--- src/rtl/foc_sequencer.sv ---
// FOC stage sequencer: captures one motor-channel sample, starts each pipeline
// stage in turn, waits for its done (or fixed latency), flushes the stages, reports.
//
// state | meaning
// IDLE  | ready for a sample (unless a fault is pending)
// ISSUE | one-cycle start pulse to stage s, timeout counter cleared
// WAIT  | waiting for stage s to complete or time out
// FLUSH | one-cycle reset of the stage modules, result or fault reported
module foc_sequencer #(
   parameter int D_WIDTH = 16,
   parameter int N_CH = 2,
   parameter int N_STAGES = 6,
   parameter logic [N_STAGES-1:0] FIXED_MASK = 6'b001000,
   parameter int TIMEOUT = 255,
   localparam int CHW = (N_CH > 1) ? $clog2(N_CH) : 1,
   localparam int SW = (N_STAGES > 1) ? $clog2(N_STAGES) : 1,
   localparam int TW = (TIMEOUT > 0) ? $clog2(TIMEOUT + 1) : 1
) (
   input  logic                clk,
   input  logic                rstb,
   input  logic                in_valid,
   output logic                in_ready,
   input  logic [CHW-1:0]      in_ch,
   input  logic [D_WIDTH-1:0]  angle_in,
   input  logic [D_WIDTH-1:0]  curr_a_in,
   input  logic [D_WIDTH-1:0]  curr_b_in,
   input  logic [D_WIDTH-1:0]  curr_c_in,
   input  logic [D_WIDTH-1:0]  curr_t_in,
   input  logic [D_WIDTH-1:0]  period_in,
   output logic [D_WIDTH-1:0]  cap_angle,
   output logic [D_WIDTH-1:0]  cap_a,
   output logic [D_WIDTH-1:0]  cap_b,
   output logic [D_WIDTH-1:0]  cap_c,
   output logic [D_WIDTH-1:0]  cap_t,
   output logic [D_WIDTH-1:0]  cap_period,
   output logic [CHW-1:0]      cur_ch,
   output logic [N_STAGES-1:0] stage_start,
   input  logic [N_STAGES-1:0] stage_done,
   output logic                mod_rstb,
   output logic                out_valid,
   output logic [CHW-1:0]      out_ch,
   output logic                fault,
   output logic [SW-1:0]       fault_stage,
   output logic [CHW-1:0]      fault_ch,
   input  logic                fault_clr,
   output logic                err_ch
);

   typedef enum logic [1:0] {IDLE, ISSUE, WAIT, FLUSH} state_t;

   state_t        state, state_nx;
   logic [SW-1:0] s, s_nx;
   logic [TW-1:0] cnt, cnt_nx;
   logic          take, ch_ok, done_hit, at_limit, timeout, run_to;

   assign take     = in_valid && in_ready;
   assign ch_ok    = 32'(in_ch) < N_CH;
   assign done_hit = (state == WAIT) && (stage_done[s] || FIXED_MASK[s]);
   assign at_limit = (cnt == TW'(TIMEOUT));
   assign timeout  = (state == WAIT) && !done_hit && at_limit;

   always_comb begin
      state_nx  = state;
      s_nx      = s;
      cnt_nx    = cnt;
      in_ready  = 1'b0;
      mod_rstb  = 1'b1;
      out_valid = 1'b0;
      out_ch    = '0;
      case (state)
         IDLE: begin
            in_ready = !fault;
            if (take && ch_ok) begin
               s_nx     = '0;
               state_nx = ISSUE;
            end
         end
         ISSUE: begin
            cnt_nx   = '0;
            state_nx = WAIT;
         end
         WAIT: begin
            if (done_hit) begin
               if (s == SW'(N_STAGES - 1)) begin
                  state_nx = FLUSH;
               end else begin
                  s_nx     = s + 1'b1;
                  state_nx = ISSUE;
               end
            end else if (at_limit) begin
               state_nx = FLUSH;
            end else begin
               cnt_nx = cnt + 1'b1;
            end
         end
         FLUSH: begin
            mod_rstb  = 1'b0;
            out_valid = !run_to;
            out_ch    = run_to ? '0 : cur_ch;
            state_nx  = IDLE;
         end
         default: state_nx = IDLE;
      endcase
   end

   always_ff @(posedge clk or negedge rstb) begin
      if (!rstb) begin
         state       <= IDLE;
         s           <= '0;
         cnt         <= '0;
         stage_start <= '0;
         err_ch      <= 1'b0;
         run_to      <= 1'b0;
         fault       <= 1'b0;
         fault_stage <= '0;
         fault_ch    <= '0;
         cur_ch      <= '0;
         cap_angle   <= '0;
         cap_a       <= '0;
         cap_b       <= '0;
         cap_c       <= '0;
         cap_t       <= '0;
         cap_period  <= '0;
      end else begin
         state       <= state_nx;
         s           <= s_nx;
         cnt         <= cnt_nx;
         stage_start <= (state_nx == ISSUE) ? (N_STAGES'(1) << s_nx) : '0;
         err_ch      <= take && !ch_ok;
         if (take && ch_ok) begin
            run_to     <= 1'b0;
            cur_ch     <= in_ch;
            cap_angle  <= angle_in;
            cap_a      <= curr_a_in;
            cap_b      <= curr_b_in;
            cap_c      <= curr_c_in;
            cap_t      <= curr_t_in;
            cap_period <= period_in;
         end else if (timeout) begin
            run_to <= 1'b1;
         end
         // a fresh timeout outranks a simultaneous clear
         if (timeout) begin
            fault       <= 1'b1;
            fault_stage <= s;
            fault_ch    <= cur_ch;
         end else if (fault_clr) begin
            fault       <= 1'b0;
            fault_stage <= '0;
            fault_ch    <= '0;
         end
      end
   end

endmodule

--- config.mk ---
export PLATFORM = sky130hd
export DESIGN_NAME = foc_sequencer
export DESIGN_NICKNAME = d
export VERILOG_FILES = /design/src/rtl/foc_sequencer.sv
export SDC_FILE = /design/constraint.sdc
export NUM_CORES = 1
export LEC_CHECK = 0
export ABC_AREA = 1
export BUFFER_PORTS_ARGS = -buffer_cell sky130_fd_sc_hd__buf_4
export CORE_ASPECT_RATIO = 0.5
export CORE_MARGIN = 4
export CORE_UTILIZATION = 49
export CTS_BUF_LIST = sky130_fd_sc_hd__clkbuf_2 sky130_fd_sc_hd__clkbuf_4 sky130_fd_sc_hd__clkbuf_8
export CTS_CLUSTER_DIAMETER = 80
export DETAILED_ROUTE_END_ITERATION = 7
export PLACE_DENSITY = 0.83
export RECOVER_POWER = 25
export SLEW_MARGIN = 40
export SYNTH_ARGS = -nofsm -noshare
export SYNTH_HDL_FRONTEND = slang
export SYNTH_SLANG_ARGS = --single-unit
--- constraint.sdc ---
create_clock -name clk -period 2.17 [get_ports clk]
set_clock_uncertainty 0.05 [all_clocks]
set_input_delay 0.217 -clock clk [delete_from_list [all_inputs] [get_ports clk]]
set_output_delay 0.217 -clock clk [all_outputs]
set_load 0.03 [all_outputs]
## Word level (Yosys, flattened, before mapping)

Memory sizes are Yosys's and may differ from the RTL's.
Cells that the tools add are included.

| storage, ports and cells | value |
|---|---|
| bits in registers | 122 |
| ROM bits | 8 |
| bits of input ports | 107 |
| output and inout bits | 113 |
| word-level logic and storage cells | 69 |
| memories kept | 1 |

Memories:

| memory | words | bits a word | read ports | clocked after memory_dff | wr ports | line | source |
|---|---|---|---|---|---|---|---|
| (no name shown) | 8 | 1 | 1 | 0 | 0 | 58 | `assign done_hit = (state == WAIT) && (stage_done[s] \|\| FIXED_MASK[s]);` |

| operators by class | value |
|---|---|
| $add $sub $neg | 2 |
| order comparisons | 1 |
| eq/ne operators | 8 |
| shift operators | 1 |
| muxes and demuxes | 28 |
| reduce and logical (&&, ||, !) cells | 13 |

Operators by type and width:

| operator | count |
|---|---|
| 2-to-1 mux 8 bit | 2 |
| case mux 8 bit (2 select lines) | 1 |
| 2-to-1 mux 3 bit | 5 |
| 2-to-1 mux 1 bit | 12 |
| adder 8 x 1 -> 8 bit, second input constant | 1 |
| == test 8 bit, second input constant | 1 |
| 2-to-1 mux 2 bit | 4 |
| case mux 2 bit (4 select lines) | 1 |
| 2-to-1 mux 6 bit | 1 |
| case mux 3 bit (2 select lines) | 1 |
| nonzero test 2 bit | 3 |
| left shift 1 x 3 -> 6 bit, first input constant | 1 |
| == test 2 x 1 -> 1 bit, second input constant | 2 |
| == test 2 bit, second input constant | 2 |
| logical AND 1 bit | 4 |
| less-than comparator 3 x 4 -> 1 bit, second input constant | 1 |
| inequality test 2 bit, second input constant | 2 |
| adder 3 x 1 -> 3 bit, second input constant | 1 |
| binary-select mux 1 bit (select 3 bit) | 1 |
| == test 3 bit, second input constant | 1 |
| zero test 1 bit | 3 |
| AND reduction 3 bit | 1 |
| zero test 2 bit | 1 |
| logical OR 1 bit | 1 |

## Logic depth before layout (Yosys ltp)

| logic depth | value |
|---|---|
| depth in word-level cells | 9 |
| mapped depth | 12 |
| mapped depth without buffers | 12 |

## Least setup slack after synthesis

Ideal clock, no wire load.

| timing path | value |
|---|---|
| path type | register -> register |
| from | register fault |
| to | register stage_start[1] |
| library setup time | 0.119 ns |
| data arrival time | 1.549 ns |
| required time | 2.001 ns |
| path slack | 0.452 ns |
| stages on the path, launching flop included | 11 |
| buffers on the path | 0 |
| period minus slack after synthesis | 1.718 ns |
| path through | dfrtp_1 nor2_2 nand2_4 inv_2 nor2_2 nor2_1 nand3_1 nand2_1 inv_2 nand2_1 nor2_1 |

| between the ends | value |
|---|---|
| longest elaborated chain between the ends | 7 |
| elaborated cells between the ends (all ways) | 10 |
| classes of those cells | eq/ne (1); shift (1); mux (6); reduce/logical (2) |

RTL lines:

| what | line | source |
|---|---|---|
| start: declaration | 42 | `output logic fault,` |
| start signal: assignment | 114 | `fault <= 1'b0;` |
| start signal: assignment | 144 | `fault <= 1'b1;` |
| start signal: assignment | 148 | `fault <= 1'b0;` |
| zero test 1 bit | 72 | `in_ready = !fault;` |
| 2-to-1 mux 1 bit | 70 | `case (state)` |
| via in_ready | 22 | `output logic in_ready,` |
| logical AND 1 bit | 56 | `assign take = in_valid && in_ready;` |
| 2-to-1 mux 3 bit | 73 | `if (take && ch_ok) begin` |
| case mux 3 bit (2 select lines) | 70 |  |
| via s_nx[0] | 52 | `logic [SW-1:0] s, s_nx;` |
| left shift 1 x 3 -> 6 bit | 128 | `stage_start <= (state_nx == ISSUE) ? (N_STAGES'(1) << s_nx) : '0;` |
| 2-to-1 mux 6 bit | 128 |  |
| end signal: assignment | 128 |  |
| end: declaration | 37 | `output logic [N_STAGES-1:0] stage_start,` |

The timed path passes the listed nets, and every way through them passes these cells.
A chain may end at the register's enable or synchronous reset.

## Final worst setup path

| timing path | value |
|---|---|
| from | register s[0] |
| to | register cnt[4] |

| between the ends | value |
|---|---|
| longest elaborated chain between the ends | 6 |
| elaborated cells between the ends (all ways) | 8 |
| classes of those cells | eq/ne (1); mux (3); reduce/logical (3); memory (1) |

RTL lines:

| what | line | source |
|---|---|---|
| start: declaration | 52 |  |
| start signal: assignment | 126 | `s <= s_nx;` |
| memory (8 x 1 bit) or binary-select mux 1 bit (select 3 bit) (tied branches) | -- |  |
| 2-to-1 mux 1 bit (not written as such) | 58 |  |
| logical OR 1 bit (*) | 58 |  |
| logical AND 1 bit (*) | 58 |  |
| inequality test 2 bit (no line) (*) | -- |  |
| AND reduction 3 bit (no line) (*) | -- |  |
| end signal: assignment | 127 | `cnt <= cnt_nx;` |
| end: declaration | 53 | `logic [TW-1:0] cnt, cnt_nx;` |

Every way passes the cells marked *; elsewhere a longest branch is shown, timed or not. The select of a mux whose other input is x is not followed.

==> summary.txt <==
GRT
  – Largest net degree at the start of global routing: between 90 and 100
  – Wire length of the first global-routing pass: between 20,000 and 30,000 µm
  – Total overflow reported by the global router: 0
  – Tot GR Track Use: between 20% and 30%
  – Initial antenna violation count: 1
  – Via count of the first global-routing pass: approximately 5,400

Placed design
  – Placed cell count: 918
  – GP Congestion: ~0.9
  – Detailed Place HPWL: roughly 9600 µm
  – Post-DP Area: approximately 0.0067 mm²
  – I/O Buffers: approximately 220

Synthesis
  – Distinct cells, synth: 25
  – Library cell occupying the most area in the post-synthesis netlist: dfrtp_1
  – Cell count after synthesis: 579
  – Nets in the synthesized netlist: 690
  – Combined area of all synthesized cells: 0.00495 mm²
  – Number of warnings reported in the yosys synthesis log: 0
  – Flop and latch count out of synthesis: 122
  – Mean cell area of the mapped netlist: ~8.6 µm²
  – Register area share after synthesis: just over 60%
  – Cells taking the most area after synthesis: dfrtp_1, nand2_1, inv_1
  – Share of the synthesized area in the top cell type: 61.6%

Drt
  – Number of vias in the routed layout: 5,061
  – Antenna Violating Nets Remaining: 0
  – Total Wirelength: 16,400 µm
  – Number of remaining DRC errors: 0
  – Initial DRC count: about 310
  – Post-detailed-route wirelength per cell: 15.6 µm
  – DR vias/cell: around 4.8
  – First-pass detailed-route iteration total: 5

Setup path
  – Critical Path Source Type: flip-flop
  – Endpoint kind of the worst setup timing path: flip-flop
  – Setup crit start: s[0]
  – Required time of the critical path: 2.42 ns
  – Reg-to-Reg Start: s[0]
  – Type of the setup path with the least slack: reg -> reg
  – Arr. time, crit path: 2.19 ns
  – Highest net fanout along the worst path: 7

Die
  – Core region area: 0.00963 mm²
  – Total die area: approximately 0.012 mm²
  – Starting density of the core: approximately 51%
  – Overall die width: 150 µm
  – Count of standard-cell rows: 25
  – IO Count: 220
  – DIE HEIGHT: 79.1 µm

Hold path
  – Worst hold path startpoint: fault_clr
  – Type of the most critical hold path: in -> reg

Power and ir drop
  – Peak supply drop: 0.831 mV
  – Total power divided by cell area: 1460 mW/mm²
  – Leakage power figure: 4.51 nW

Cells and area
  – Final cell utilization of the core: 84.2%
  – Final Instance Area: 0.00811 mm²
  – Finished Layout Cells: roughly 1,000
  – Layout Area Growth over Synthesis: 63.7%
  – Total of fill cells in the finished design: 536
  – Final net count: 1,011
  – Share of post-route cells with drive strength above 1: 29.6%

Timing
  – Number of hold violations in the final report: 0
  – Maximum frequency from static timing analysis: slightly above 500 MHz
  – Share of the clock period used by the worst path: about 90%
  – Unrepaired setup endpoints after global routing: false
  – Final Critical Period: 1.94 ns
  – Tightest Pin Transition: 1.18 ns
  – Number of failing setup endpoints in the final timing report: 0
  – Setup total negative slack: 0 ns
  – Number of max-slew violations in the final report: 0
  – Worst slew margin relative to its limit: 21.3%

CTS
  – Number of buffers on the longest clock path: 2
  – Clock insertion delay at the later pin of the skew report: 0.43 ns
  – Post-CTS setup repair buffer count: 0
  – CTS root buffer: clkbuf_8
  – Number of clock sinks: 122
  – Count of cells resized by post-cts repair: 0
  – Maximum level of the CTS H-tree: 4
  – TritonCTS Buffers: 17
  – Post-CTS Hold Fix Bufs: 98
  – CTS tree: done
  – Clock-pin slew on the worst setup and hold paths: 0.07 ns

Run status
  – Outcome: completed

Flow run
  – Max-cap violations: 0
flip-flops by register name, summed over array words and instances (netlist names), 2 cells and up:
name / cells
fault_stage: 3
state: 2
cap_t: 16
cap_b: 16
cap_c: 16
cnt: 8
s: 3
cap_angle: 16
cap_period: 16
cap_a: 16
stage_start: 6
power breakdown:
group / switching, W / total (W) / internal [W]
Combinational: 0.00385 / 0.00587 / 0.00201
Sequential: 0.000598 / 0.00382 / 0.00322
Clock: 0.000882 / 0.00217 / 0.00129
Total: 0.00533 / 0.0119 / 0.00652
cell type report:
class | instances | area [µm²] | share of cell area [%]
diodes | 1 | 2.50 | 0.0308
clock buffers | 23 | 310 | 3.82
clock inverters | 8 | 115 | 1.42
inverters | 30 | 113 | 1.39
multi-input cells | 405 | 1670 | 20.6
flip-flops and latches | 122 | 3050 | 37.6
well taps | 135 | 169 | 2.08
repair buffers | 324 | 2680 | 33.0
cells by family after synthesis:
kind of cell,Yosys count,share of synthesized area (%)
xor gates and xnor gates,6,1.06
other,1,0.0757
AOI/OAI and AO/OA,15,1.59
buffers and inverters,52,4.60
and+or+nand+nor,379,30.1
DFF,122,61.6
adders and majority gates,4,1.01
cells in the final DEF (no fill, tap or decap), drive strengths merged, types with 4 or more instances in the layout:
cell / instances
buf: 221
clkbuf: 28
dlygate4sd3: 98
dfrtp: 122
nor2: 23
xor2: 4
nand2: 336
ha: 4
clkinv: 5
o21ai: 11
nand3: 16
inv: 30
final timing paths:
| check | end | slack, ns | cells past startpoint |
|---|---|---|---|
| max in group asynchronous | cap_b[0] | 0.44 | 3 |
| worst min register to register | cap_b[8] | 0.43 | 2 |
| min in group asynchronous | cnt[2] | 0.51 | 2 |
| worst max register to register | cnt[4] | 0.23 | 10 |
| worst min-delay path | fault | 0.08 | 4 |
| worst max-delay path | cnt[4] | 0.23 | 10 |
cell usage after synthesis:
cell type	number
nand3_2	1
o211ai_1	1
inv_2	7
inv_1	23
nand2_4	1
buf_2	11
nand4_1	1
nor2_2	3
nor2_4	2
clkbuf_1	7
xnor2_1	2
ha_1	4
a21oi_1	2
buf_4	3
conb_1	1
nand3_1	15
xor2_1	4
o21ai_0	11
nor3_1	1
nand2_1	335
nor2_1	18
nand3b_1	2
buf_6	1
o22ai_1	1
dfrtp_1	122
stage by stage:
stage / hold WS (ns) / total power (W) / setup WS [ns]
global placement: 0.216 / 0.00926 / 0.394
detailed placement: 0.212 / 0.00941 / 0.316
global route: 0.0939 / 0.0125 / 0.117
finish: 0.0760 / 0.0119 / 0.234
CTS: 0.0577 / 0.0117 / 0.300
floorplan: -0.129 / 0.00720 / 0.452
worst max-delay path, cell delays in order, from the launching register on:
cell,delay (ns)
dfrtp_1,0.45
ha_1,0.24
ha_1,0.18
inv_1,0.05
nand2_1,0.04
inv_1,0.08
nand3_2,0.15
nor2_2,0.27
nor2_4,0.09
inv_1,0.10
o22ai_1,0.11
routing by layer:
layer | track usage (%) | vias up | share of wire [%]
li1 | - | 2398 | -
met3 | 6.96 | 84 | 6.0
met1 | 31.0 | 2342 | 37
met4 | 17.2 | 0 | 6.1
met2 | 50.4 | 237 | 51
met5 | 0 | - | 0
(Power assumes the default switching activity.)
